**config.mk**
```make
export PLATFORM = sky130hd
export DESIGN_NAME = pwm_bank
export DESIGN_NICKNAME = d
export VERILOG_FILES = /design/src/rtl/pwm_bank.sv
export SDC_FILE = /design/constraint.sdc
export NUM_CORES = 1
export LEC_CHECK = 0
export BUFFER_PORTS_ARGS = -buffer_cell sky130_fd_sc_hd__buf_2
export CAP_MARGIN = 20
export CORE_MARGIN = 1.5
export CORE_UTILIZATION = 30
export DETAILED_ROUTE_END_ITERATION = 6
export HOLD_SLACK_MARGIN = 0.06
export PLACE_DENSITY = 0.48
export RECOVER_POWER = 50
export SLEW_MARGIN = 20
export SYNTH_ARGS = -nofsm -noshare
export SYNTH_HDL_FRONTEND = slang
export SYNTH_SLANG_ARGS = --single-unit
```
**constraint.sdc**
```tcl
create_clock -name clk -period 2.95 [get_ports clk]
set_input_delay 0.1475 -clock clk [delete_from_list [all_inputs] [get_ports clk]]
set_output_delay 0.1475 -clock clk [all_outputs]
set_load 0.02 [all_outputs]
```
**src/rtl/pwm_bank.sv**
```systemverilog
// pwm_bank: multi-channel PWM generator sharing one prescaled counter.
// Each channel compares the shared counter against its own duty value.
// Duty values are double-buffered: writes land in a shadow register and are
// copied to the active register only when the counter wraps. This keeps
// every period glitch-free.
//
// Write port: single-cycle strobe with no back-pressure. Each cycle with
// wr_en=1 writes exactly one register, selected by wr_addr. The write is
// always accepted and takes effect at that rising edge.
//
// Address map:
//   0..NUM_CH-1 : duty shadow for channel addr
//   NUM_CH      : enable mask, taken from wr_data[NUM_CH-1:0]
//   NUM_CH+1    : prescale value P
//   other       : ignored
//
// Parameter constraints: 1 <= NUM_CH <= WIDTH, and 2**ADDR_W >= NUM_CH+2.

module pwm_bank #(
    parameter int NUM_CH = 8,
    parameter int WIDTH  = 8,
    parameter int ADDR_W = 4
) (
    input  logic              clk,
    input  logic              rst,
    input  logic              wr_en,
    input  logic [ADDR_W-1:0] wr_addr,
    input  logic [WIDTH-1:0]  wr_data,
    output logic [NUM_CH-1:0] pwm_out,
    output logic              period_tick
);

    localparam logic [WIDTH-1:0]  CNT_MAX   = {WIDTH{1'b1}};
    localparam logic [ADDR_W-1:0] ADDR_MASK = ADDR_W'(NUM_CH);
    localparam logic [ADDR_W-1:0] ADDR_P    = ADDR_W'(NUM_CH + 1);

    logic [WIDTH-1:0]  duty_shadow [NUM_CH];
    logic [WIDTH-1:0]  duty_active [NUM_CH];
    logic [NUM_CH-1:0] enable;
    logic [WIDTH-1:0]  p_reg;
    logic [WIDTH-1:0]  pcnt;
    logic [WIDTH-1:0]  cnt;

    logic              mask_wr;
    logic              p_wr;
    logic [NUM_CH-1:0] duty_wr;
    logic              tick;
    logic              wrap;
    logic [NUM_CH-1:0] pwm_next;

    // Address decode: one-hot write enables for every register.
    always_comb begin
        mask_wr = wr_en && (wr_addr == ADDR_MASK);
        p_wr    = wr_en && (wr_addr == ADDR_P);
        duty_wr = '0;
        for (int i = 0; i < NUM_CH; i++) begin
            duty_wr[i] = wr_en && (wr_addr == ADDR_W'(i));
        end
    end

    // Prescaler tick and end-of-period wrap. Both use the current register
    // values, so a write to P only changes behaviour from the next cycle on.
    always_comb begin
        tick = (pcnt == p_reg);
        wrap = tick && (cnt == CNT_MAX);
    end

    // Enable mask and prescale value registers.
    always_ff @(posedge clk) begin
        if (rst) begin
            enable <= '0;
            p_reg  <= '0;
        end else begin
            if (mask_wr) begin
                enable <= wr_data[NUM_CH-1:0];
            end
            if (p_wr) begin
                p_reg <= wr_data;
            end
        end
    end

    // Prescaler and main counter. A write to P restarts the prescale count.
    // The main counter advances once per tick and wraps naturally.
    always_ff @(posedge clk) begin
        if (rst) begin
            pcnt        <= '0;
            cnt         <= '0;
            period_tick <= 1'b0;
        end else begin
            if (p_wr || tick) begin
                pcnt <= '0;
            end else begin
                pcnt <= pcnt + 1'b1;
            end
            if (tick) begin
                cnt <= cnt + 1'b1;
            end
            period_tick <= wrap;
        end
    end

    // Duty double-buffer. At wrap, active takes the shadow value from before
    // the edge, so a write that coincides with a wrap applies one period later.
    always_ff @(posedge clk) begin
        if (rst) begin
            for (int i = 0; i < NUM_CH; i++) begin
                duty_shadow[i] <= '0;
                duty_active[i] <= '0;
            end
        end else begin
            for (int i = 0; i < NUM_CH; i++) begin
                if (duty_wr[i]) begin
                    duty_shadow[i] <= wr_data;
                end
                if (wrap) begin
                    duty_active[i] <= duty_shadow[i];
                end
            end
        end
    end

    // Per-channel compare. An all-ones duty forces the output constantly high.
    always_comb begin
        pwm_next = '0;
        for (int i = 0; i < NUM_CH; i++) begin
            pwm_next[i] = enable[i] &&
                          ((duty_active[i] == CNT_MAX) || (cnt < duty_active[i]));
        end
    end

    // Registered PWM outputs. They lag the compared counter value by one clock.
    always_ff @(posedge clk) begin
        if (rst) begin
            pwm_out <= '0;
        end else begin
            pwm_out <= pwm_next;
        end
    end

endmodule

```
==> impl_results.md, run 1 <==
* Number of stages on the worst hold path at 5
* Biggest registers after layout: duty_active (64), duty_shadow (64)
* Final layout net count at 770
* Async set-or-reset flop fraction in the synthesized netlist at 0%
* Seq cells post-synth at 169
* Period utilization at 77.9%
* Slew margin rel. at 9.05%
* Total via count after detailed routing at 4718
* Area inside the core boundary at 25800 sq um
* Clock slew at reported path FFs at 0.06 ns
* Vias in the first global route at 4825
* Startpoint kind of the worst setup timing path: primary input
* Synthesized area divided by synthesized cell count at 12.0 sq um
* Post-synth EDFFs at 128
* P_leak at 3.64 nW
* Warning count from the yosys run at 0
* First-pass GRT wire length at 25800 um
* Outcome: finished, final reports clean
* Maximum number of pins on one net before global-route repair at 65
* Fraction of the core area covered by cells at the end of the flow at 35.0%
* Root Driver: sky130_fd_sc_hd__clkbuf_16
* Initial cell density of the core at 30.4%
* Clock tree from TritonCTS: yes
* Unrepaired setup endpoints after global routing: false
* Power density normalized to cell area at 593 nW/um^2
* Worst path required time at 3.03 ns
* Synth unique cells at 37
* WL final at 16500 um
* Number of nets with antenna violations after detailed routing at 0
* Placed wire-length estimate at 11600 um
* Leading post-synthesis cells by cell area: sky130_fd_sc_hd__edfxtp_1 (49%), sky130_fd_sc_hd__dfxtp_1 (10%), sky130_fd_sc_hd__ha_1 (9.2%)
* Depth of the most critical reg-to-reg path at 4
* Residual overflow from global routing at 0
* Highest achievable clock rate at 0.435 GHz
* Antenna Diode Count at 0
* H-tree levels at 4
* Clock buffers created by TritonCTS at 17
* Slew Viols, Final at 0
* Number of placement rows at 59
* Min Tclk post-route at 2.30 ns
* Cells after synthesis at 655
* Crit path max fanout at 33
* Final setup violation count at 0
* First drt pass iteration count at 6
* Area growth from synthesis to layout at 15.1%
* Die Wd at 165 um
* Post-synth top flop: sky130_fd_sc_hd__edfxtp_1
* Wire length per cell at 15.8 um
* Cell Count, Final, Fillers Out at 1045
* GRT Total Usage at 13.0%
* Vias/cell at 4.51
* Count of final hold-check violations at 0
* CP Class: primary input to flip-flop
* Worst hold margin at 0.350 ns
* Capturing element type of the critical path: flip-flop
* Fraction of final layout cells sized beyond drive strength 1 at 8.17%
* Count of buffers added by post-CTS timing repair for setup at 0
* Number of antenna violations at the first check in global routing at 0
* Total I/O pin count at 24
* Total number of clock tree sinks at 169
* Height of the die at 165 um
* Worst Tran Pin Value at 1.36 ns
* Data arrival time of the critical path at 2.38 ns
* Top-area cell type share of the netlist area at 49.0%
* Post-synth top area cell: sky130_fd_sc_hd__edfxtp_1
* Deepest clock path buffer count at 2
* Largest clock skew in the final design at 0.00892 ns
* Port bufs at 23
* Cell area after technology mapping at 7850 sq um
* Global placement routability congestion at 0.766
* Total Die Area at 27100 sq um
* Cell count after placement at 1005
* Max cap viols at 0
* Worst hold-check path type: primary input to flip-flop
* Worst ir drop on vdd at 0.361 mV
* DRC violation count after routing at 0
* Number of design-rule violations left by the first detailed-router iteration at 225
* Number of nets in the synthesized netlist at 728
* Sequential element share of the synthesized area at 59.4%
* Clock latency on the worst-skew pair at 0.42 ns
* Total negative slack for setup checks at 0 ns
[final cells by class]
cell class / instances / area (sq um)
Multi-Input combinational cell: 402 / 2850
Sequential cell: 169 / 4660
Clock inverter: 15 / 163
Inverter: 67 / 251
Clock buffer: 17 / 425
Timing Repair Buffer: 40 / 254
Fill cell: 2526 / 16800
Tap cell: 335 / 419
[placed cells by master (no fill, tap or decap), drive strengths merged, types with 8 or more instances in the layout]
cell	count
a21o	24
nor2b	17
buf	19
xnor2	15
nand4	18
mux2i	16
dlygate4sd3	8
inv	73
clkbuf	30
a211oi	16
nand2b	30
ha	58
o31ai	8
and2	48
nand3	10
nor2	83
nand2	11
and4	8
edfxtp	128
dfxtp	41
o21ai	16
[cells by family after synthesis]
family          Yosys count  share of synthesized area, %
mux                      17                          2.18
flops                   169                          59.4
buf+inv                  84                          4.26
fa+ha+maj                58                          9.25
simple gates            239                          16.6
compound gates           68                          6.01
xor+xnor                 20                          2.23
[path summary, 6_finish.rpt]
path	startpoint	slack, ns	end
worst min-delay path	wr_addr[2]	0.35	p_reg[7]
worst max-delay path	rst	0.65	duty_shadow[1][26]
worst max register to register	cnt[5]	0.82	duty_active[1][27]
worst min register to register	duty_shadow[0][20]	0.51	duty_active[0][20]
[metrics by stage]
stage               cell area [sq um]  worst slack (ns)  power [mW]
floorplan                        7850             0.463        3.04
global placement                 8380             0.861        3.20
detailed placement               8380             0.798        3.22
CTS                              9050             0.776        5.41
global route                     9030             0.454        5.57
finish                           9030             0.653        5.36
[report_power, final]
part           switching, mW  internal [mW]
Clock                  0.930           1.26
Sequential            0.0380           2.67
Combinational          0.277          0.179
[worst max-delay path, stage by stage]
cell and delay, ns:
sky130_fd_sc_hd__clkbuf_1 0.97, sky130_fd_sc_hd__clkbuf_1 0.80, sky130_fd_sc_hd__a31o_1 0.44
[cells in the mapped netlist, drive strengths merged (10+ instances only)]
| master | instances |
|---|---|
| edfxtp | 128 |
| nor2 | 83 |
| inv | 67 |
| ha | 58 |
| and2 | 48 |
| dfxtp | 41 |
| nand2b | 30 |
| a21o | 24 |
| nand4 | 18 |
| nor2b | 17 |
| a211oi | 16 |
| mux2i | 16 |
| o21ai | 16 |
| xnor2 | 15 |
| clkbuf | 13 |
| nand2 | 11 |
| nand3 | 10 |
[repair_timing]
item                      4_1_cts  5_1_grt
hold buffers                    8        0
hold endpoints to repair       16        0
resized for setup               0        0
[routing by layer]
| layer | up-vias | part of all wire [%] | GRT usage [%] |
|---|---|---|---|
| li1 | 2371 | - | - |
| met4 | 0 | 3.5 | 6.47 |
| met3 | 30 | 3.2 | 2.44 |
| met2 | 77 | 55 | 24.9 |
| met1 | 2240 | 39 | 13.5 |
| met5 | - | 0 | 0 |
Note: power is estimated with default switching activity, not from simulation.
==> inputs of run 2 (changes only) <==
--- a/config.mk
+++ b/config.mk
@@ -5,13 +5,14 @@
 export SDC_FILE = /design/constraint.sdc
 export NUM_CORES = 1
 export LEC_CHECK = 0
+export ABC_AREA = 1
 export BUFFER_PORTS_ARGS = -buffer_cell sky130_fd_sc_hd__buf_2
 export CAP_MARGIN = 20
 export CORE_MARGIN = 1.5
 export CORE_UTILIZATION = 30
 export DETAILED_ROUTE_END_ITERATION = 6
 export HOLD_SLACK_MARGIN = 0.06
-export PLACE_DENSITY = 0.48
+export PLACE_DENSITY = 0.5
 export RECOVER_POWER = 50
 export SLEW_MARGIN = 20
 export SYNTH_ARGS = -nofsm -noshare
==> constraint.sdc (replaced) <==
create_clock -name clk -period 1.93 [get_ports clk]
set_input_delay 0.0965 -clock clk [delete_from_list [all_inputs] [get_ports clk]]
set_output_delay 0.0965 -clock clk [all_outputs]
set_load 0.02 [all_outputs]
==> run 2 against run 1 <==
Effect of this change: register-to-register slack got worse by 0.65 ns; cell count increased by 25%; clock skew increased by 0.013 ns; die area increased by 4.9%; final area increased by 6.9%; critical endpoint is now duty_active[1][7]; non-clock buffer count increased by 27; global-route usage increased by 0.32 points; hold slack got worse by 0.22 ns.
==> impl_results.md, run 2 <==
* Outcome: finished, final reports clean
* Slew margin rel. at 64.3%
* Top-count cell post-synth: sky130_fd_sc_hd__inv_1
* Leading post-synthesis cells by cell area: sky130_fd_sc_hd__edfxtp_1 (47%), sky130_fd_sc_hd__dfxtp_1 (10%), sky130_fd_sc_hd__ha_1 (8.8%)
* DRC violation count after routing at 0
* Slew Viols, Final at 0
* Min Tclk post-route at 1.76 ns
* Data arrival time of the critical path at 1.90 ns
* Register share of total power at 50.2%
* Residual overflow from global routing at 0
* Capturing element type of the critical path: flip-flop
* Port bufs at 23
* Placed wire-length estimate at 13000 um
* Cell area after technology mapping at 8240 sq um
* GRT Total Usage at 13.4%
* H-tree levels at 4
* First-pass GRT wire length at 28400 um
* Number of antenna violations at the first check in global routing at 0
* WL final at 17600 um
* Total Die Area at 28500 sq um
* Fraction of power spent switching nets at 25.3%
* Maximum cell stage delay along the critical path at 0.33 ns
* Warning count from the yosys run at 0
* Post-synth top flop: sky130_fd_sc_hd__edfxtp_1
* Switch Pwr at 2.10 mW
* CP Class: flip-flop to flip-flop
* Startpoint kind of the worst setup timing path: flip-flop
* Total negative slack for setup checks at 0 ns
* Clock tree from TritonCTS: yes
* Met1 track demand over resource in global routing at 16.9%
* Leading cell type in the layout, fill and taps excluded: sky130_fd_sc_hd__inv_1
* Internal Pwr Total at 6.19 mW
* Portion of total power attributed to combinational logic at 10.6%
* Worst Tran Pin Value at 0.535 ns
* Clock slew at reported path FFs at 0.07 ns
* List of cells traversed by the critical path: ha_1 -> nand3_1 -> nor2_1 -> nand3_1 -> nand2_8 -> buf_4
* CP max stage cell: sky130_fd_sc_hd__dfxtp_1
* Initial cell density of the core at 30.6%
* Clk pwr share at 39.2%
* Cell Count, Final, Fillers Out at 1307
* Area inside the core boundary at 27000 sq um
* Top-area cell type share of the netlist area at 46.7%
* First drt pass iteration count at 5
* Fraction of final layout cells sized beyond drive strength 1 at 8.70%
* Total power at 8.29 mW
* Root Driver: sky130_fd_sc_hd__clkbuf_16
* Fraction of the core area covered by cells at the end of the flow at 35.8%
* Sequential element share of the synthesized area at 56.6%
* Biggest registers after layout: duty_active (64), duty_shadow (64)
* Met2 track demand over resource at 22.6%
* Count of buffers added by post-CTS timing repair for setup at 0
* Vias/cell at 4.19
* Final setup violation count at 0
* Period utilization at 91.4%
* Worst ir drop on vdd at 0.605 mV
* Power density normalized to cell area at 859 nW/um^2
* P_leak at 4.34 nW
* Area growth from synthesis to layout at 17.2%
* Global placement routability congestion at 0.768
* Post-synth EDFFs at 128
* Number of placement rows at 60
* Cells after synthesis at 878
* Count of final hold-check violations at 0
* Cell count after placement at 1266
* Worst hold-check path type: primary input to flip-flop
* Leading cell types in the layout, fill and taps excluded: sky130_fd_sc_hd__inv_1 (186), sky130_fd_sc_hd__nand2_1 (159), sky130_fd_sc_hd__nor2_1 (147)
* Largest clock skew in the final design at 0.0216 ns
* CP dominant cell by count: sky130_fd_sc_hd__nand3_1
* Unrepaired setup endpoints after global routing: false
* Cell family with the largest share of critical-path delay: simple AND/OR/NAND/NOR gates
* Height of the die at 169 um
* Number of nets in the synthesized netlist at 951
* Crit path max fanout at 14
* Sum of buffers and inverters on the critical path at 1
* Clock latency on the worst-skew pair at 0.44 ns
* Number of design-rule violations left by the first detailed-router iteration at 241
* Die Wd at 169 um
* Met3 routing resource usage after global routing at 2.62%
* Worst path required time at 2.07 ns
* Highest achievable clock rate at 0.567 GHz
* Final layout net count at 1025
* Total number of clock tree sinks at 169
* Synth unique cells at 29
* Most heavily used metal layer in global routing: met2
* Commonest cells in the synthesized netlist: sky130_fd_sc_hd__inv_1 (185), sky130_fd_sc_hd__nand2_1 (160), sky130_fd_sc_hd__nor2_1 (147)
* Deepest clock path buffer count at 2
* Total I/O pin count at 24
* Total via count after detailed routing at 5479
* Async set-or-reset flop fraction in the synthesized netlist at 0%
* Maximum number of pins on one net before global-route repair at 50
* Clock buffers created by TritonCTS at 17
* Synthesized area divided by synthesized cell count at 9.38 sq um
* Vias in the first global route at 5268
* Max cap viols at 0
* Number of nets with antenna violations after detailed routing at 0
* Seq cells post-synth at 169
* Wire length per cell at 13.5 um
* Post-synth top area cell: sky130_fd_sc_hd__edfxtp_1
[run 2: cell families (layout without fill, tap and decap cells)]
kind of cell             count (synthesis)  in the layout  synth area share [%]
AND/OR/NAND/NOR                        373            373                  19.5
AO/OA/AOI/OAI                           66             66                  4.50
adder cells (fa/ha/maj)                 58             58                  8.81
other                                    0              1                     0
XOR/XNOR                                 9              9                 0.957
buffers and inverters                  203            290                  9.61
flip-flops                             169            169                  56.6
[run 2: worst min-delay path: stages]
cell,delay [ns]
sky130_fd_sc_hd__clkbuf_1,0.11
sky130_fd_sc_hd__buf_12,0.18
sky130_fd_sc_hd__a21oi_1,0.12
[run 2: metrics by stage]
stage | hold slack [ns] | setup WS [ns] | area (sq um)
floorplan | 0.220 | 0.0307 | 8260
global placement | 0.321 | 0.232 | 9070
detailed placement | 0.325 | 0.189 | 9070
CTS | 0.0921 | 0.171 | 9710
global route | 0.138 | 0.0410 | 9650
finish | 0.129 | 0.166 | 9650
[run 2: repair_timing]
item | CTS | global route
hold endpoints to repair | 8 | 0
gates resized for setup | 0 | 0
hold buffers | 8 | 0
[run 2: final timing paths]
check             startpoint                end  slack [ns]  cells past startpoint
setup / recovery      cnt[0]  duty_active[1][7]        0.17                      6
hold / removal           rst             cnt[4]        0.13                      3
setup reg to reg      cnt[0]  duty_active[1][7]        0.17                      6
hold reg to reg    enable[6]         pwm_out[6]        0.45                      2
[run 2: layout make-up]
cell class / instances / area (sq um)
Fill cell: 2754 / 17300
Sequential cell: 169 / 4670
Multi-Input combinational cell: 506 / 2790
Inverter: 191 / 717
Timing Repair Buffer: 67 / 483
Clock buffer: 20 / 478
Tap cell: 341 / 427
Clock inverter: 12 / 86.3
Antenna cell: 1 / 2.50
[run 2: power groups by stage]
stage | logic [mW] | clock network, mW | registers, mW
CTS | 0.918 | 3.34 | 4.16
global placement | 0.902 | 0 | 4.24
detailed placement | 0.900 | 0 | 4.24
global route | 1.02 | 3.47 | 4.18
finish | 0.883 | 3.25 | 4.16
floorplan | 0.541 | 0 | 4.24
[run 2: metal layers]
| metal | vias up | part of all wire, % |
|---|---|---|
| met1 | 2460 | 46 |
| met4 | 0 | 1.4 |
| met5 | - | 0 |
| met2 | 64 | 48 |
| li1 | 2937 | - |
| met3 | 18 | 4.3 |
